$ cat src/rtl/imem_access_arbiter.sv
// Single-port instruction memory arbiter: loader-only BOOT phase, then RUN with
// fetch priority, loader anti-starvation override, address decode and 1-cycle responses.

module imem_addr_decode #(
    parameter int IDX_W = 5
) (
    input  logic [31:0]      addr,
    output logic [IDX_W-1:0] index,
    output logic             err
);
    assign index = addr[IDX_W+1:2];
    assign err   = (addr[1:0] != 2'b00) || (addr[31:IDX_W+2] != '0);
endmodule

module imem_access_arbiter #(
    parameter int IDX_W        = 5,
    parameter int STARVE_LIMIT = 4
) (
    input  logic             clock,
    input  logic             reset,
    input  logic             fetch_req_valid,
    input  logic [31:0]      fetch_addr,
    output logic             fetch_req_ready,
    output logic             fetch_rsp_valid,
    output logic [31:0]      fetch_rsp_data,
    output logic             fetch_rsp_err,
    input  logic             ld_req_valid,
    input  logic             ld_we,
    input  logic [31:0]      ld_addr,
    input  logic [31:0]      ld_wdata,
    output logic             ld_req_ready,
    output logic             ld_rsp_valid,
    output logic [31:0]      ld_rsp_data,
    output logic             ld_rsp_err,
    input  logic             ld_done,
    output logic             boot_mode,
    output logic             mem_en,
    output logic             mem_we,
    output logic [IDX_W-1:0] mem_index,
    output logic [31:0]      mem_wdata,
    input  logic [31:31-31]  mem_rdata
);
    localparam int NUM_PORTS = 2;  // 0 = fetch, 1 = loader
    localparam int CNT_W     = 4;
    localparam logic [CNT_W-1:0] LIMIT = CNT_W'(STARVE_LIMIT);

    typedef enum logic {BOOT = 1'b0, RUN = 1'b1} state_t;

    state_t     state, state_d;
    logic [CNT_W-1:0] starve_cnt;
    logic       fetch_gnt, ld_gnt;

    logic [NUM_PORTS-1:0][31:0]      port_addr;
    logic [NUM_PORTS-1:0][IDX_W-1:0] port_idx;
    logic [NUM_PORTS-1:0]            port_err;

    // Response owner/kind is registered so a new access can overlap the response.
    logic f_pend, f_perr, l_pend, l_perr, l_pwe;

    assign port_addr = {ld_addr, fetch_addr};

    genvar g;
    generate
        for (g = 0; g < NUM_PORTS; g++) begin : g_dec
            imem_addr_decode #(.IDX_W(IDX_W)) u_dec (
                .addr  (port_addr[g]),
                .index (port_idx[g]),
                .err   (port_err[g])
            );
        end
    endgenerate

    always_ff @(posedge clock or posedge reset) begin
        if (reset) state <= BOOT;
        else       state <= state_d;
    end

    always_comb begin
        state_d = state;
        if (state == BOOT && ld_done) state_d = RUN;
    end

    // Grant and readies; reset forces everything quiet since readies are combinational.
    always_comb begin
        fetch_gnt       = 1'b0;
        ld_gnt          = 1'b0;
        fetch_req_ready = 1'b0;
        ld_req_ready    = 1'b0;
        boot_mode       = (state == BOOT);
        if (!reset) begin
            if (state == BOOT) begin
                ld_req_ready = 1'b1;
                ld_gnt       = ld_req_valid;
            end else begin
                if (ld_req_valid && starve_cnt == LIMIT) ld_gnt    = 1'b1;
                else if (fetch_req_valid)                fetch_gnt = 1'b1;
                else if (ld_req_valid)                   ld_gnt    = 1'b1;
                fetch_req_ready = fetch_gnt;
                ld_req_ready    = ld_gnt;
            end
        end
    end

    always_comb begin
        mem_en    = (fetch_gnt && !port_err[0]) || (ld_gnt && !port_err[1]);
        mem_we    = ld_gnt && ld_we && !port_err[1];
        mem_index = '0;
        if (fetch_gnt)   mem_index = port_idx[0];
        else if (ld_gnt) mem_index = port_idx[1];
        mem_wdata = (ld_gnt && ld_we) ? ld_wdata : 32'h0;
    end

    always_ff @(posedge clock or posedge reset) begin
        if (reset) begin
            starve_cnt <= '0;
        end else if (state == RUN && ld_req_valid && !ld_gnt) begin
            if (starve_cnt != LIMIT) starve_cnt <= starve_cnt + 1'b1;
        end else begin
            starve_cnt <= '0;
        end
    end

    always_ff @(posedge clock or posedge reset) begin
        if (reset) begin
            f_pend <= 1'b0;
            f_perr <= 1'b0;
            l_pend <= 1'b0;
            l_perr <= 1'b0;
            l_pwe  <= 1'b0;
        end else begin
            f_pend <= fetch_gnt;
            f_perr <= fetch_gnt && port_err[0];
            l_pend <= ld_gnt;
            l_perr <= ld_gnt && port_err[1];
            l_pwe  <= ld_gnt && ld_we;
        end
    end

    assign fetch_rsp_valid = f_pend;
    assign fetch_rsp_err   = f_pend && f_perr;
    assign fetch_rsp_data  = (f_pend && !f_perr) ? mem_rdata : 32'h0;
    assign ld_rsp_valid    = l_pend;
    assign ld_rsp_err      = l_pend && l_perr;
    assign ld_rsp_data     = (l_pend && !l_perr && !l_pwe) ? mem_rdata : 32'h0;
endmodule

$ cat config.mk
export PLATFORM = sky130hd
export DESIGN_NAME = imem_access_arbiter
export DESIGN_NICKNAME = d
export VERILOG_FILES = /design/src/rtl/imem_access_arbiter.sv
export SDC_FILE = /design/constraint.sdc
export NUM_CORES = 1
export LEC_CHECK = 0
export BUFFER_PORTS_ARGS = -buffer_cell sky130_fd_sc_hd__buf_2
export CORE_AREA = 4 4 91 93
export DETAILED_ROUTE_END_ITERATION = 8
export DIE_AREA = 0 0 95 97
export GPL_ROUTABILITY_DRIVEN = 0
export MAX_ROUTING_LAYER = met4
export PLACE_DENSITY_LB_ADDON = 0.2
export REMOVE_ABC_BUFFERS = 1
export SYNTH_ARGS = -nofsm -noshare
export SYNTH_HDL_FRONTEND = slang
export SYNTH_SLANG_ARGS = --single-unit
$ cat constraint.sdc
create_clock -name clock -period 2.6 [get_ports clock]
set_clock_uncertainty 0.15 [all_clocks]
set_input_delay 0.26 -clock clock [delete_from_list [all_inputs] [get_ports clock]]
set_output_delay 0.26 -clock clock [all_outputs]
set_load 0.03 [all_outputs]
# --- Word-level counts from Yosys, hierarchy flattened ---
# Cells that the tools add are included.
word_totals:
  regBits: 10
  latch_bits: 0
  ramBits: 0
  mem_bits_ro: 0
  inputBits: 134
  elab_cells: 58
  n_memories: 0
op_classes:
  add_sub_neg: 1
  mul: 0
  div_mod_pow: 0
  order_cmp: 0
  eq_ne: 3
  shift: 0
  muxes: 18
  bitwise_logic: 1
  reduce_logical: 28
ops:
  columns: ["operator", "n"]
  rows:
  - ["32-bit 2-to-1 mux", 3]
  - ["25-bit nonzero test", 2]
  - ["1-bit logical AND", 15]
  - ["1-bit 2-to-1 mux", 11]
  - ["5-bit 2-to-1 mux", 2]
  - ["4-bit 2-to-1 mux", 2]
  - ["1-bit logical NOT", 6]
  - ["4-bit by 1-bit adder with 4-bit output, second input constant", 1]
  - ["4-bit by 3-bit equality test with 1-bit output, second input constant", 1]
  - ["4-bit by 3-bit inequality test with 1-bit output, second input constant", 1]
  - ["2-bit nonzero test", 2]
  - ["1-bit logical OR", 3]
  - ["2-bit by 1-bit inequality test with 1-bit output, second input constant", 1]
  - ["1-bit inverter", 1]

# --- Logic depth before layout (Yosys ltp) ---
# Gate-level depths: netlist of the first run.
depth:
  ltp_word: 8
  ltp_mapped: 6
  mapped_depth_nobuf: 6

# --- By module ---
# A second synthesis of the first run with hierarchy kept.
hier_totals:
  cells_unflattened: 202
  hier_area_um2: 1503.9
modules_own_cells:
  columns: ["module", "instances", "cells_each", "area_each_um2", "seq_area_each_um2"]
  rows:
  - ["imem_access_arbiter", 1, 174, 1313.8, 250.2]
  - ["imem_addr_decode", 2, 14, 95.1, 0.0]

# --- Worst setup path after synthesis of the first run ---
# Ideal clock, no wire load.
synth_timing:
  kind: "reg2out"
  start: "reg starve_cnt[0]"
  end: "out mem_index[0]"
  t_arrival_ns: 1.807
  t_required_ns: 2.190
  setup_slack_ns: 0.383
  stages_incl_launch_ff: 7
  path_buffers: 1
  path_cell_list: "dfrtp_1 > inv_1 > ha_1 > nand3b_4 > o2111a_1 > clkbuf_1 > a22o_1"
synth_rtl:
  columns: ["element", "line_no", "rtl"]
  rows:
  - ["start, declared", "50", "logic [CNT_W-1:0] starve_cnt;"]
  - ["start signal, assigned", "117", "if (starve_cnt != LIMIT) starve_cnt <= starve_cnt + 1'b1;"]
  - ["4-bit by 3-bit equality test with 1-bit output", "95", "if (ld_req_valid && starve_cnt == LIMIT) ld_gnt = 1'b1;"]
  - ["1-bit logical AND", "95", null]
  - ["1-bit 2-to-1 mux", "95", null]
  - ["1-bit 2-to-1 mux (2 in a row)", null, null]
  - ["net fetch_req_ready", "23", "output logic fetch_req_ready,"]
  - ["5-bit 2-to-1 mux", "108", "if (fetch_gnt) mem_index = port_idx[0];"]
  - ["end, declared", "39", "output logic [IDX_W-1:0] mem_index,"]
# The timed path passes the listed nets, and every way through them passes these cells.

# --- Worst setup path after layout of the first run ---
layout_timing:
  start: "reg starve_cnt[0]"
  end: "out mem_wdata[25]"
layout_between:
  elab_chain_len: 7
layout_rtl:
  columns: ["element", "line_no", "rtl"]
  rows:
  - ["4-bit by 3-bit equality test with 1-bit output", "95", null]
  - ["1-bit logical AND", "95", null]
  - ["1-bit 2-to-1 mux", "95", null]
  - ["1-bit 2-to-1 mux", "91", "if (state == BOOT) begin"]
  - ["1-bit 2-to-1 mux", "90", "if (!reset) begin"]
  - ["1-bit logical AND", "110", "mem_wdata = (ld_gnt && ld_we) ? ld_wdata : 32'h0;"]
  - ["32-bit 2-to-1 mux", "110", null]
  - ["end, declared", "40", "output logic [31:0] mem_wdata,"]
# No other way between the ends.

==> impl_results.html, run 1 <==
<table>
<tr><th>Metric</th><th>Value</th></tr>
<tr><th colspan="2">CTS</th></tr>
<tr><td>Num CTS Buffers</td><td>3</td></tr>
<tr><td>Clock slew at the register clock pins of the worst setup and hold paths</td><td>0.05 ns</td></tr>
<tr><td>H-Tree Depth</td><td>1</td></tr>
<tr><td>Master cell of the clock root buffer</td><td>clkbuf_8</td></tr>
<tr><td>CTS tree</td><td>yes</td></tr>
<tr><td>Setup fix buffers added after clock tree synthesis</td><td>0</td></tr>
<tr><td>Insertion delay of the later-clocked pin in the worst-skew pair</td><td>0.23 ns</td></tr>
<tr><td>Max Root-Sink Buffers</td><td>2</td></tr>
<tr><td>CTS sink cnt</td><td>10</td></tr>
<tr><th colspan="2">Timing</th></tr>
<tr><td>Worst Tran Pin Value</td><td>0.3883 ns</td></tr>
<tr><td>Hold Fails Final Rpt</td><td>0</td></tr>
<tr><td>Max-Slew Margin vs Limit</td><td>0.7411</td></tr>
<tr><td>Number of failing setup endpoints in the final timing report</td><td>0</td></tr>
<tr><td>Final worst setup slack</td><td>0.1067 ns</td></tr>
<tr><td>Accumulated negative setup slack</td><td>0 ns</td></tr>
<tr><td>Total count of max-transition violations in the final report</td><td>0</td></tr>
<tr><td>Final worst-path cycle share</td><td>0.9590</td></tr>
<tr><td>Max Clock Freq</td><td>401.1 MHz</td></tr>
<tr><td>RSZ-0062 raised after global routing</td><td>false</td></tr>
<tr><td>Fin crit period</td><td>2.493 ns</td></tr>
<tr><th colspan="2">Synthesis</th></tr>
<tr><td>Library cell with the largest summed area after synthesis</td><td>and2_1</td></tr>
<tr><td>Number of synthesized flops with an enable pin</td><td>0</td></tr>
<tr><td>Adder and majority cell fraction of the synthesized area</td><td>0.01898</td></tr>
<tr><td>Syn avg cell area</td><td>7.286 µm²</td></tr>
<tr><td>Most instantiated library cell after synthesis</td><td>and2_1</td></tr>
<tr><td>Largest cells by area after synthesis</td><td>and2_1, dfrtp_1, and3_1, nor4_1, a22o_1</td></tr>
<tr><td>Top FF cell, synth</td><td>dfrtp_1</td></tr>
<tr><td>Combinational family with the most area after synthesis</td><td>simple AND/OR/NAND/NOR gates</td></tr>
<tr><td>Sequential element share of the synthesized area</td><td>0.1898</td></tr>
<tr><td>Number of synthesized register bits</td><td>10</td></tr>
<tr><td>Fraction of the mapped netlist area in compound gates</td><td>0.08729</td></tr>
<tr><td>Synth Area in XOR/XNOR</td><td>0.01328</td></tr>
<tr><td>Basic-gate share of the synthesized area counting and, or, nand and nor cells</td><td>0.6309</td></tr>
<tr><td>Total number of yosys warnings</td><td>0</td></tr>
<tr><td>Async set-reset flop share out of synthesis</td><td>1.000</td></tr>
<tr><td>Top cell type's share of synthesized area</td><td>0.3226</td></tr>
<tr><td>Synth cell count leaders</td><td>and2_1, and3_1, nor4_1, clkbuf_1, dfrtp_1</td></tr>
<tr><td>Post-synthesis mux area share</td><td>0</td></tr>
<tr><td>Number of cells produced by synthesis</td><td>181</td></tr>
<tr><td>Netlist cell types</td><td>23</td></tr>
<tr><td>Cell area after technology mapping</td><td>1319 µm²</td></tr>
<tr><th colspan="2">Min path</th></tr>
<tr><td>Worst hold path type</td><td>input pin to register</td></tr>
<tr><td>Worst hold path cell count</td><td>2</td></tr>
<tr><td>HP Start</td><td>ld_done</td></tr>
<tr><td>Terminating pin of the worst hold path</td><td>state$_DFFE_PP0P_</td></tr>
<tr><th colspan="2">Critical path</th></tr>
<tr><td>Worst Path Arrival</td><td>2.08 ns</td></tr>
<tr><td>Worst reg2reg startpoint</td><td>starve_cnt[0]$_DFFE_PP0P_</td></tr>
<tr><td>Number of cells on the worst reg-to-reg path</td><td>6</td></tr>
<tr><td>Crit Reg-Reg Endpoint</td><td>l_pwe$_DFF_PP0_</td></tr>
<tr><td>Worst Path Class, Setup</td><td>register to primary output</td></tr>
<tr><td>Max FO, Critical Path</td><td>30</td></tr>
<tr><td>Required time reported for the critical path endpoint</td><td>2.19 ns</td></tr>
<tr><td>Capturing element type of the critical path</td><td>primary output</td></tr>
<tr><td>Startpoint Class</td><td>register</td></tr>
<tr><td>Flop-to-flop setup slack</td><td>0.87 ns</td></tr>
<tr><th colspan="2">Drt</th></tr>
<tr><td>Average wire per cell in the routed design</td><td>12.93 µm</td></tr>
<tr><td>Antenna Nets Post-Route</td><td>0</td></tr>
<tr><td>Vias post-DR</td><td>2,186</td></tr>
<tr><td>Residual DRC count</td><td>0</td></tr>
<tr><td>Via-to-Cell Ratio</td><td>4.196</td></tr>
<tr><td>Number of search-and-repair iterations in the first detailed-routing pass</td><td>4</td></tr>
<tr><td>Iter 0 DRT Violations</td><td>44</td></tr>
<tr><td>Routed WL</td><td>6739 µm</td></tr>
<tr><th colspan="2">Cells and area</th></tr>
<tr><td>Count of fill cells added during filler insertion</td><td>853</td></tr>
<tr><td>Proportion of layout cells with a drive suffix above 1</td><td>0.6086</td></tr>
<tr><td>Antenna diode instance count</td><td>0</td></tr>
<tr><td>Net count of the finished layout</td><td>557</td></tr>
<tr><td>Post-synthesis to final-layout area growth</td><td>105.0%</td></tr>
<tr><th colspan="2">Floorplan</th></tr>
<tr><td>Standard-cell row count</td><td>32</td></tr>
<tr><td>Die Area</td><td>9215 µm²</td></tr>
<tr><td>Height of the chip</td><td>97 µm</td></tr>
<tr><td>Area of the core</td><td>7527 µm²</td></tr>
<tr><td>Count of boundary I/O pins</td><td>244</td></tr>
<tr><td>Initial standard-cell utilization of the core</td><td>0.1752</td></tr>
<tr><td>Die width</td><td>95 µm</td></tr>
<tr><th colspan="2">Placement</th></tr>
<tr><td>Number of buffer cells added on primary ports</td><td>243</td></tr>
<tr><td>Post-detailed-placement half-perimeter wirelength</td><td>6043 µm</td></tr>
<tr><td>Pre-CTS worst setup slack</td><td>0.2813 ns</td></tr>
<tr><th colspan="2">GRT</th></tr>
<tr><td>Total global routing overflow</td><td>0</td></tr>
<tr><td>Wire length of the first global-routing pass</td><td>9591 µm</td></tr>
<tr><td>Antenna violations before repair</td><td>0</td></tr>
<tr><td>Most Used Layer, Global Route</td><td>met2</td></tr>
<tr><td>Met3 GRT Util</td><td>0.02411</td></tr>
<tr><td>Maximum number of pins on one net before global-route repair</td><td>34</td></tr>
<tr><td>Met1 routing resource usage after global routing</td><td>0.1215</td></tr>
<tr><td>Via count of the first global-routing pass</td><td>2,033</td></tr>
<tr><td>Global-route met2 utilization</td><td>0.2755</td></tr>
<tr><td>Tot GR Track Use</td><td>0.1339</td></tr>
<tr><th colspan="2">Power</th></tr>
<tr><td>Leakage component of the power</td><td>1.819 nW</td></tr>
<tr><td>Power density over cell area</td><td>251.2 nW/µm²</td></tr>
<tr><td>IR Drop Worst-Case VDD</td><td>0.1302 mV</td></tr>
<tr><th colspan="2">Outcome</th></tr>
<tr><td>Result of the run</td><td>finished clean</td></tr>
<tr><th colspan="2">Job</th></tr>
<tr><td>Number of maximum-capacitance violations</td><td>0</td></tr>
</table>
## timing repair
item	CTS	global route
hold endpoints to repair	10	0
hold buffers	1	0
resized for setup	0	2
setup endpoints to repair	0	28
## routing by layer
| layer | vias up | share of wire |
|---|---|---|
| met3 | 2 | 0.12 |
| met5 | - | 0 |
| li1 | 1096 | - |
| met1 | 946 | 0.32 |
| met4 | 0 | 0.0043 |
| met2 | 142 | 0.56 |
## worst max path at each step
| stage | from | endpoint | slack [ns] |
|---|---|---|---|
| 3_3_place_gp | starve_cnt[0]$_DFFE_PP0P_ | mem_wdata[25] | 0.30 |
| 5_1_grt | starve_cnt[0]$_DFFE_PP0P_ | mem_wdata[25] | 0.02 |
| 4_1_cts | starve_cnt[0]$_DFFE_PP0P_ | mem_wdata[25] | 0.009 |
| 3_5_place_dp | starve_cnt[0]$_DFFE_PP0P_ | mem_wdata[25] | 0.28 |
| 2_1_floorplan | ld_rsp_valid$_DFF_PP0_ | ld_rsp_data[0] | 0.05 |
| 6_report | starve_cnt[0]$_DFFE_PP0P_ | mem_wdata[25] | 0.11 |
## layout make-up
| type | count | area, µm² | area share |
|---|---|---|---|
| well taps | 102 | 127.6 | 0.04720 |
| clock buffers | 3 | 41.29 | 0.01527 |
| repair buffers | 249 | 1271 | 0.4702 |
| multi-input cells | 152 | 994.7 | 0.3679 |
| inverters | 5 | 18.77 | 0.006941 |
| flip-flops and latches | 10 | 250.2 | 0.09255 |
## power by group
group	leakage [nW]	total [mW]	switching, mW	internal [mW]
Combinational	1.67	0.354	0.205	0.149
Clock	0.0216	0.156	0.0552	0.101
Sequential	0.129	0.169	0.00601	0.163
## layout by cell type (no fill, tap or decap), drive strengths merged
cell type	n
buf	248
and2	68
and3	32
nor4	12
dfrtp	10
nor2	8
a22o	6
inv	5
a21oi	5
nand3	3
nor3	3
nor2b	3
clkbuf	3
xnor2	2
nand4	2
ha	2
nand3b	1
or3	1
or2	1
o2111a	1
a311oi	1
nor3b	1
dlygate4sd3	1
## flip-flops by register name (all words and copies together) (netlist names)
name,flops
starve_cnt,4
fetch_rsp_valid,1
l_perr,1
ld_rsp_valid,1
f_perr,1
state,1
l_pwe,1
## through the flow
step                total power [mW]  instances  cell area [µm²]  utilization  hold WS (ns)
global route                  0.7182        521             2704       0.3592       0.06857
finish                        0.6793        521             2704       0.3592       0.06567
detailed placement            0.5275        517             2645       0.3514        0.1720
floorplan                     0.3505        167             1259            -      -0.04168
global placement              0.5244        517             2645       0.3514        0.1742
CTS                           0.6883        521             2696       0.3582       0.05985
## cell families (layout without fill, tap and decap cells)
family          after synthesis  count (layout)
xor+xnor                      2               2
simple gates                135             135
buf+inv                      19             257
flops                        10              10
compound gates               13              13
fa+ha+maj                     2               2
## worst max-delay path, stage by stage, from the launching register on
cell	delay, ns
dfrtp_1	0.41
inv_1	0.07
ha_1	0.21
nand3b_4	0.15
a311oi_4	0.35
buf_6	0.25
and3_1	0.20
buf_2	0.20
No activity file was read; power rests on OpenSTA's default activity.
==> run 2: changes to the inputs <==
--- a/config.mk
+++ b/config.mk
@@ -6,9 +6,9 @@
 export NUM_CORES = 1
 export LEC_CHECK = 0
 export BUFFER_PORTS_ARGS = -buffer_cell sky130_fd_sc_hd__buf_2
-export CORE_AREA = 4 4 91 93
+export CORE_AREA = 4 4 93 95
 export DETAILED_ROUTE_END_ITERATION = 8
-export DIE_AREA = 0 0 95 97
+export DIE_AREA = 0 0 97 99
 export GPL_ROUTABILITY_DRIVEN = 0
 export MAX_ROUTING_LAYER = met4
 export PLACE_DENSITY_LB_ADDON = 0.2
==> constraint.sdc (replaced) <==
create_clock -name clock -period 2.9 [get_ports clock]
set_clock_uncertainty 0.15 [all_clocks]
set_input_delay 0.29 -clock clock [delete_from_list [all_inputs] [get_ports clock]]
set_output_delay 0.29 -clock clock [all_outputs]
set_load 0.03 [all_outputs]
==> run 2 against run 1 <==
- total power is 5.8% lower
- register-to-register slack better by 0.23 ns
- clock power is 8% higher
- first-iteration DRC count is 55% higher
- global-route usage is 0.14 points higher
- sequential power is 10% lower
- utilization is 0.82 points lower
- combinational power is 9.9% lower
- via count is 0.32% higher
- non-clock buffer count stayed put
==> impl_results.html, run 2 (synthesis gave the netlist of run 1 again) <==
<table>
<tr><th>Metric</th><th>Value</th></tr>
<tr><th colspan="2">Outcome</th></tr>
<tr><td>Result of the run</td><td>finished clean</td></tr>
<tr><th colspan="2">Critical path</th></tr>
<tr><td>Worst Path Class, Setup</td><td>register to primary output</td></tr>
<tr><td>Biggest cell delay along the critical path</td><td>0.41 ns</td></tr>
<tr><td>Crit-path slowest cell</td><td>dfrtp_1</td></tr>
<tr><td>Number of cells on the worst reg-to-reg path</td><td>6</td></tr>
<tr><td>Crit Reg-Reg Endpoint</td><td>l_pwe$_DFF_PP0_</td></tr>
<tr><td>Capturing element type of the critical path</td><td>primary output</td></tr>
<tr><td>Chain of cells forming the critical path</td><td>inv_1, ha_1, nand3b_4, a311oi_4, buf_4, and3_1, buf_2</td></tr>
<tr><td>Max FO, Critical Path</td><td>29</td></tr>
<tr><td>Flop-to-flop setup slack</td><td>1.10 ns</td></tr>
<tr><td>Worst Path Arrival</td><td>2.16 ns</td></tr>
<tr><td>Startpoint Class</td><td>register</td></tr>
<tr><td>Worst reg2reg startpoint</td><td>starve_cnt[0]$_DFFE_PP0P_</td></tr>
<tr><td>Required time reported for the critical path endpoint</td><td>2.46 ns</td></tr>
<tr><th colspan="2">Timing</th></tr>
<tr><td>Hold Fails Final Rpt</td><td>0</td></tr>
<tr><td>Accumulated negative setup slack</td><td>0 ns</td></tr>
<tr><td>Max Clock Freq</td><td>384.0 MHz</td></tr>
<tr><td>Fin crit period</td><td>2.604 ns</td></tr>
<tr><td>Final worst-path cycle share</td><td>0.8979</td></tr>
<tr><td>Max-Slew Margin vs Limit</td><td>0.7026</td></tr>
<tr><td>Total count of max-transition violations in the final report</td><td>0</td></tr>
<tr><td>Number of failing setup endpoints in the final timing report</td><td>0</td></tr>
<tr><td>RSZ-0062 raised after global routing</td><td>false</td></tr>
<tr><td>Worst Tran Pin Value</td><td>0.4442 ns</td></tr>
<tr><td>Min Hold Slack</td><td>0.1046 ns</td></tr>
<tr><th colspan="2">Floorplan</th></tr>
<tr><td>Die width</td><td>97 µm</td></tr>
<tr><td>Standard-cell row count</td><td>32</td></tr>
<tr><td>Count of boundary I/O pins</td><td>244</td></tr>
<tr><td>Initial standard-cell utilization of the core</td><td>0.1707</td></tr>
<tr><td>Area of the core</td><td>7727 µm²</td></tr>
<tr><td>Height of the chip</td><td>99 µm</td></tr>
<tr><td>Die Area</td><td>9603 µm²</td></tr>
<tr><th colspan="2">Power</th></tr>
<tr><td>Power density over cell area</td><td>236.0 nW/µm²</td></tr>
<tr><td>IR Drop Worst-Case VDD</td><td>0.08180 mV</td></tr>
<tr><td>Leakage component of the power</td><td>1.825 nW</td></tr>
<tr><th colspan="2">Cells and area</th></tr>
<tr><td>Post-synthesis to final-layout area growth</td><td>105.7%</td></tr>
<tr><td>Filler-free cell count of the finished design</td><td>523</td></tr>
<tr><td>Net count of the finished layout</td><td>557</td></tr>
<tr><td>Multi-input gate area in the final layout</td><td>994.7 µm²</td></tr>
<tr><td>Largest register by flop count</td><td>starve_cnt</td></tr>
<tr><td>Area of all placed cells without fillers</td><td>2713 µm²</td></tr>
<tr><td>Proportion of layout cells with a drive suffix above 1</td><td>0.6095</td></tr>
<tr><td>Number of flip-flops in the largest register</td><td>4</td></tr>
<tr><td>Commonest cells after routing, fill and taps aside</td><td>buf_2, and2_1, and3_1</td></tr>
<tr><td>Leading cell type in the layout, fill and taps excluded</td><td>buf_2</td></tr>
<tr><td>Util after Layout</td><td>0.3510</td></tr>
<tr><td>FF+latch area</td><td>250.2 µm²</td></tr>
<tr><td>Count of fill cells added during filler insertion</td><td>817</td></tr>
<tr><th colspan="2">CTS</th></tr>
<tr><td>Master cell of the clock root buffer</td><td>clkbuf_8</td></tr>
<tr><td>Clock slew at the register clock pins of the worst setup and hold paths</td><td>0.05 ns</td></tr>
<tr><td>CTS tree</td><td>yes</td></tr>
<tr><td>Insertion delay of the later-clocked pin in the worst-skew pair</td><td>0.23 ns</td></tr>
<tr><td>Post_cts resized</td><td>0</td></tr>
<tr><td>Num CTS Buffers</td><td>3</td></tr>
<tr><td>CTS sink cnt</td><td>10</td></tr>
<tr><td>H-Tree Depth</td><td>1</td></tr>
<tr><td>Max Root-Sink Buffers</td><td>2</td></tr>
<tr><th colspan="2">Drt</th></tr>
<tr><td>Iter 0 DRT Violations</td><td>68</td></tr>
<tr><td>Residual DRC count</td><td>0</td></tr>
<tr><td>Number of search-and-repair iterations in the first detailed-routing pass</td><td>4</td></tr>
<tr><td>Antenna Nets Post-Route</td><td>0</td></tr>
<tr><td>Average wire per cell in the routed design</td><td>13.22 µm</td></tr>
<tr><td>Via-to-Cell Ratio</td><td>4.193</td></tr>
<tr><td>Routed WL</td><td>6912 µm</td></tr>
<tr><td>Vias post-DR</td><td>2,193</td></tr>
<tr><th colspan="2">Job</th></tr>
<tr><td>Number of maximum-capacitance violations</td><td>0</td></tr>
<tr><th colspan="2">GRT</th></tr>
<tr><td>Antenna violations before repair</td><td>1</td></tr>
<tr><td>Total global routing overflow</td><td>0</td></tr>
<tr><td>Tot GR Track Use</td><td>0.1353</td></tr>
<tr><td>Wire length of the first global-routing pass</td><td>10,400 µm</td></tr>
<tr><td>Maximum number of pins on one net before global-route repair</td><td>34</td></tr>
<tr><td>Via count of the first global-routing pass</td><td>2,074</td></tr>
<tr><th colspan="2">Placement</th></tr>
<tr><td>Number of buffer cells added on primary ports</td><td>243</td></tr>
<tr><td>Number of instances in the placed design</td><td>517</td></tr>
<tr><td>Cell area after placement</td><td>2645 µm²</td></tr>
<tr><td>Post-detailed-placement half-perimeter wirelength</td><td>6228 µm</td></tr>
<tr><th colspan="2">Min path</th></tr>
<tr><td>HP Start</td><td>ld_done</td></tr>
<tr><td>Worst hold path cell count</td><td>2</td></tr>
<tr><td>Terminating pin of the worst hold path</td><td>state$_DFFE_PP0P_</td></tr>
<tr><td>Worst hold path type</td><td>input pin to register</td></tr>
</table>
run 2: changes by cell type in the layout (fill, tap and decap cells not counted):
cell / delta
buf_4: +2
buf_6: -2
diode_2: +1
clkbuf_8: +1
run 2: final cells by class:
cell class / instances / share of cell area
clock buffer: 4 / 0.02030
timing repair buffer: 249 / 0.4659
multi-input combinational: 152 / 0.3667
inverter: 5 / 0.006919
antenna: 1 / 0.0009225
sequential: 10 / 0.09225
tap: 102 / 0.04705
run 2: routing by layer:
| metal | share of wire | track usage | wire length [µm] |
|---|---|---|---|
| met1 | 0.31 | 0.1240 | 2143 |
| met4 | 0.0094 | 0.03780 | 65 |
| met2 | 0.55 | 0.2670 | 3823 |
| met5 | 0 | - | 0 |
| met3 | 0.13 | 0.04246 | 879 |
run 2: power breakdown:
part | switching (mW) | leakage [nW] | internal, mW | total [mW]
registers | 0.00560 | 0.129 | 0.146 | 0.152
clock network | 0.0504 | 0.0288 | 0.119 | 0.169
logic | 0.186 | 1.67 | 0.133 | 0.319
total | 0.242 | 1.82 | 0.398 | 0.640
run 2: per-stage QoR:
| step | total power [mW] | setup slack [ns] |
|---|---|---|
| after floorplan | 0.3142 | 0.3188 |
| after global placement | 0.4711 | 0.5616 |
| after detailed placement | 0.4754 | 0.5662 |
| after CTS | 0.6520 | 0.2881 |
| after global routing | 0.6821 | 0.1541 |
| final | 0.6401 | 0.2960 |
run 2: critical path: cells and delay by family, from the launching register on:
| family | cells | cell delay (ns) |
|---|---|---|
| AOI/OAI and AO/OA | 1 | 0.36 |
| adders and majority gates | 1 | 0.22 |
| buffers and inverters | 3 | 0.59 |
| DFF | 1 | 0.41 |
| and+or+nand+nor | 2 | 0.35 |
run 2: worst max-delay path by stage:
stage	start	depth (start not counted)	endpoint	slack (ns)
2_1_floorplan	ld_rsp_valid$_DFF_PP0_	2	ld_rsp_data[0]	0.32
3_3_place_gp	starve_cnt[0]$_DFFE_PP0P_	7	mem_wdata[8]	0.56
3_5_place_dp	starve_cnt[0]$_DFFE_PP0P_	7	mem_wdata[8]	0.57
4_1_cts	starve_cnt[0]$_DFFE_PP0P_	7	mem_wdata[8]	0.29
5_1_grt	starve_cnt[0]$_DFFE_PP0P_	7	mem_wdata[17]	0.15
6_report	starve_cnt[0]$_DFFE_PP0P_	7	mem_wdata[8]	0.30
run 2: repair_timing:
item,4_1_cts,5_1_grt
hold endpoints to repair,10,0
hold buffers,1,0
setup buffers,0,0
==> run 3: changes to the inputs <==
--- a/config.mk
+++ b/config.mk
@@ -6,13 +6,14 @@
 export NUM_CORES = 1
 export LEC_CHECK = 0
 export BUFFER_PORTS_ARGS = -buffer_cell sky130_fd_sc_hd__buf_2
-export CORE_AREA = 4 4 93 95
+export CORE_AREA = 4 4 94 96
 export DETAILED_ROUTE_END_ITERATION = 8
-export DIE_AREA = 0 0 97 99
+export DIE_AREA = 0 0 98 100
 export GPL_ROUTABILITY_DRIVEN = 0
 export MAX_ROUTING_LAYER = met4
 export PLACE_DENSITY_LB_ADDON = 0.2
 export REMOVE_ABC_BUFFERS = 1
 export SYNTH_ARGS = -nofsm -noshare
 export SYNTH_HDL_FRONTEND = slang
+export SYNTH_HIERARCHICAL = 1
 export SYNTH_SLANG_ARGS = --single-unit
==> run 3 against run 2 <==
- non-clock buffer count shrank 3
- design area increased by 2.8%
- utilization fell by 0.48 points
- first-iteration DRC count shrank 81%
- critical endpoint is now mem_wdata[18]
- count of clock-buffer cells in the layout stayed put
- cell count is 2.7% higher
- sequential cell count did not move
==> impl_results.html, run 3 <==
<table>
<tr><th>Metric</th><th>Value</th></tr>
<tr><th colspan="2">Outcome</th></tr>
<tr><td>Result of the run</td><td>finished clean</td></tr>
<tr><th colspan="2">Floorplan</th></tr>
<tr><td>Area of the core</td><td>8051 µm²</td></tr>
<tr><td>Die width</td><td>98 µm</td></tr>
<tr><td>Initial standard-cell utilization of the core</td><td>0.1868</td></tr>
<tr><td>Die Area</td><td>9800 µm²</td></tr>
<tr><td>Height of the chip</td><td>100 µm</td></tr>
<tr><td>Standard-cell row count</td><td>33</td></tr>
<tr><td>Count of boundary I/O pins</td><td>244</td></tr>
<tr><th colspan="2">Placement</th></tr>
<tr><td>Post-detailed-placement half-perimeter wirelength</td><td>6684 µm</td></tr>
<tr><td>Cell area after placement</td><td>2728 µm²</td></tr>
<tr><td>Number of instances in the placed design</td><td>531</td></tr>
<tr><td>Number of buffer cells added on primary ports</td><td>243</td></tr>
<tr><td>Pre-CTS worst setup slack</td><td>0.6429 ns</td></tr>
<tr><th colspan="2">CTS</th></tr>
<tr><td>Clock slew at the register clock pins of the worst setup and hold paths</td><td>0.05 ns</td></tr>
<tr><td>Cts-stage hold buffer count</td><td>0</td></tr>
<tr><td>CTS sink cnt</td><td>10</td></tr>
<tr><td>Max Root-Sink Buffers</td><td>2</td></tr>
<tr><td>H-Tree Depth</td><td>1</td></tr>
<tr><td>CTS tree</td><td>yes</td></tr>
<tr><td>Insertion delay of the later-clocked pin in the worst-skew pair</td><td>0.24 ns</td></tr>
<tr><td>Setup fix buffers added after clock tree synthesis</td><td>0</td></tr>
<tr><td>Post_cts resized</td><td>0</td></tr>
<tr><td>Master cell of the clock root buffer</td><td>clkbuf_8</td></tr>
<tr><td>Num CTS Buffers</td><td>3</td></tr>
<tr><th colspan="2">Timing</th></tr>
<tr><td>Max-Slew Margin vs Limit</td><td>0.6226</td></tr>
<tr><td>Total count of max-transition violations in the final report</td><td>0</td></tr>
<tr><td>Number of failing setup endpoints in the final timing report</td><td>0</td></tr>
<tr><td>RSZ-0062 raised after global routing</td><td>false</td></tr>
<tr><td>Hold Fails Final Rpt</td><td>0</td></tr>
<tr><td>Max Clock Freq</td><td>403.7 MHz</td></tr>
<tr><td>Fin crit period</td><td>2.477 ns</td></tr>
<tr><td>Final worst-path cycle share</td><td>0.8542</td></tr>
<tr><td>Final worst setup slack</td><td>0.4229 ns</td></tr>
<tr><td>Worst Tran Pin Value</td><td>0.5624 ns</td></tr>
<tr><td>Min Hold Slack</td><td>0.09251 ns</td></tr>
<tr><td>Accumulated negative setup slack</td><td>0 ns</td></tr>
<tr><th colspan="2">Cells and area</th></tr>
<tr><td>Multi-input gate area in the final layout</td><td>1070 µm²</td></tr>
<tr><td>Number of flip-flops in the largest register</td><td>4</td></tr>
<tr><td>Commonest cells after routing, fill and taps aside</td><td>buf_2, and2_1, and2_2, nor4_1</td></tr>
<tr><td>Filler-free cell count of the finished design</td><td>537</td></tr>
<tr><td>Proportion of layout cells with a drive suffix above 1</td><td>0.6279</td></tr>
<tr><td>Net count of the finished layout</td><td>567</td></tr>
<tr><td>Post-synthesis to final-layout area growth</td><td>85.36%</td></tr>
<tr><td>Leading cell type in the layout, fill and taps excluded</td><td>buf_2</td></tr>
<tr><td>Area of all placed cells without fillers</td><td>2788 µm²</td></tr>
<tr><td>Util after Layout</td><td>0.3462</td></tr>
<tr><td>FF+latch area</td><td>250.2 µm²</td></tr>
<tr><td>Count of fill cells added during filler insertion</td><td>897</td></tr>
<tr><td>Largest register by flop count</td><td>starve_cnt</td></tr>
<tr><th colspan="2">Synthesis</th></tr>
<tr><td>Largest cells by area after synthesis</td><td>and2_1, dfrtp_1, and2_2, buf_4, nor4_1</td></tr>
<tr><td>Total number of yosys warnings</td><td>6</td></tr>
<tr><td>Number of synthesized flops with an enable pin</td><td>0</td></tr>
<tr><td>Most instantiated library cell after synthesis</td><td>and2_1</td></tr>
<tr><td>Netlist cell types</td><td>32</td></tr>
<tr><td>Cell area after technology mapping</td><td>1504 µm²</td></tr>
<tr><td>Top cell type's share of synthesized area</td><td>0.3619</td></tr>
<tr><td>Async set-reset flop share out of synthesis</td><td>1.000</td></tr>
<tr><td>Synth cell count leaders</td><td>and2_1, and2_2, nor4_1</td></tr>
<tr><td>Number of synthesized register bits</td><td>10</td></tr>
<tr><td>Library cell with the largest summed area after synthesis</td><td>and2_1</td></tr>
<tr><td>Number of cells produced by synthesis</td><td>202</td></tr>
<tr><td>Sequential element share of the synthesized area</td><td>0.1664</td></tr>
<tr><td>Syn avg cell area</td><td>7.445 µm²</td></tr>
<tr><td>Top FF cell, synth</td><td>dfrtp_1</td></tr>
<tr><th colspan="2">GRT</th></tr>
<tr><td>Wire length of the first global-routing pass</td><td>11,360 µm</td></tr>
<tr><td>Via count of the first global-routing pass</td><td>2,288</td></tr>
<tr><td>Antenna violations before repair</td><td>2</td></tr>
<tr><td>Total global routing overflow</td><td>0</td></tr>
<tr><td>Tot GR Track Use</td><td>0.1485</td></tr>
<tr><td>Maximum number of pins on one net before global-route repair</td><td>34</td></tr>
<tr><th colspan="2">Critical path</th></tr>
<tr><td>Startpoint Class</td><td>register</td></tr>
<tr><td>Biggest cell delay along the critical path</td><td>0.40 ns</td></tr>
<tr><td>Worst Path Arrival</td><td>2.04 ns</td></tr>
<tr><td>Chain of cells forming the critical path</td><td>inv_1, ha_1, nand3b_4, a211oi_4, buf_4, and2_1, buf_2</td></tr>
<tr><td>Crit-path slowest cell</td><td>dfrtp_1</td></tr>
<tr><td>Required time reported for the critical path endpoint</td><td>2.46 ns</td></tr>
<tr><td>Worst Path Class, Setup</td><td>register to primary output</td></tr>
<tr><td>Capturing element type of the critical path</td><td>primary output</td></tr>
<tr><td>Max FO, Critical Path</td><td>33</td></tr>
<tr><td>Delay-heaviest family, CP</td><td>buffers and inverters</td></tr>
<tr><td>Worst Path Buf+Inv</td><td>3</td></tr>
<tr><th colspan="2">Drt</th></tr>
<tr><td>Residual DRC count</td><td>0</td></tr>
<tr><td>Antenna Nets Post-Route</td><td>0</td></tr>
<tr><td>Iter 0 DRT Violations</td><td>13</td></tr>
<tr><td>Number of search-and-repair iterations in the first detailed-routing pass</td><td>3</td></tr>
<tr><td>Average wire per cell in the routed design</td><td>13.69 µm</td></tr>
<tr><td>Routed WL</td><td>7353 µm</td></tr>
<tr><td>Via-to-Cell Ratio</td><td>4.127</td></tr>
<tr><td>Vias post-DR</td><td>2,216</td></tr>
<tr><th colspan="2">Power</th></tr>
<tr><td>IR Drop Worst-Case VDD</td><td>0.1117 mV</td></tr>
<tr><td>Power density over cell area</td><td>230.1 nW/µm²</td></tr>
<tr><td>Leakage component of the power</td><td>1.764 nW</td></tr>
<tr><td>Overall Power</td><td>0.6415 mW</td></tr>
<tr><th colspan="2">Min path</th></tr>
<tr><td>Worst hold path type</td><td>input pin to register</td></tr>
<tr><th colspan="2">Job</th></tr>
<tr><td>Number of maximum-capacitance violations</td><td>0</td></tr>
</table>
## run 3: cell types whose count changed after synthesis, sizes merged, moves of 6 or more
cell    previous run  this run
and3              32         0
and2              68        99
buf                1        15
a22o               6         0
clkbuf            13         7
nand2              0         6
o32ai              0         6
## run 3: kinds of logic (layout without fill, tap and decap cells)
kind of cell | after synthesis | in the layout | synth area share
compound gates | 16 | 16 | 0.08818
xor+xnor | 1 | 1 | 0.005825
fa+ha+maj | 2 | 2 | 0.01664
buf+inv | 32 | 260 | 0.1256
flops | 10 | 10 | 0.1664
mux | 1 | 1 | 0.006656
other cells | 0 | 2 | 0
simple gates | 140 | 140 | 0.5907
## run 3: path summary, 6_finish.rpt
kind | end | from | depth (start not counted) | slack [ns]
setup reg to reg | fetch_rsp_valid$_DFF_PP0_ | starve_cnt[0]$_DFFE_PP0P_ | 5 | 1.12
min in group asynchronous | f_perr$_DFF_PP0_ | reset | 2 | 0.12
hold / removal | state$_DFFE_PP0P_ | ld_done | 2 | 0.09
hold reg to reg | state$_DFFE_PP0P_ | state$_DFFE_PP0P_ | 1 | 0.41
setup / recovery | mem_wdata[18] | starve_cnt[0]$_DFFE_PP0P_ | 7 | 0.42
max in group asynchronous | state$_DFFE_PP0P_ | reset | 2 | 2.12
## run 3: report_power, final
group	switching, mW	internal, mW	total [mW]
logic	0.185	0.131	0.315
registers	0.00522	0.146	0.151
clock network	0.0556	0.119	0.175
total	0.245	0.396	0.641
## run 3: cell type report
cell class,count,share of cell area
inverter,10,0.01347
antenna,2,0.001795
sequential,10,0.08977
tap,105,0.04713
clock buffer,4,0.01975
timing repair buffer,246,0.4443
multi-input combinational,160,0.3838
## run 3: routing by layer
metal  vias up  track usage  share of wire
li1       1114            -              -
met1       940       0.1479           0.33
met2       154       0.2780           0.52
met3         8      0.04239           0.12
met4         0      0.04899          0.021
met5         -            -              0
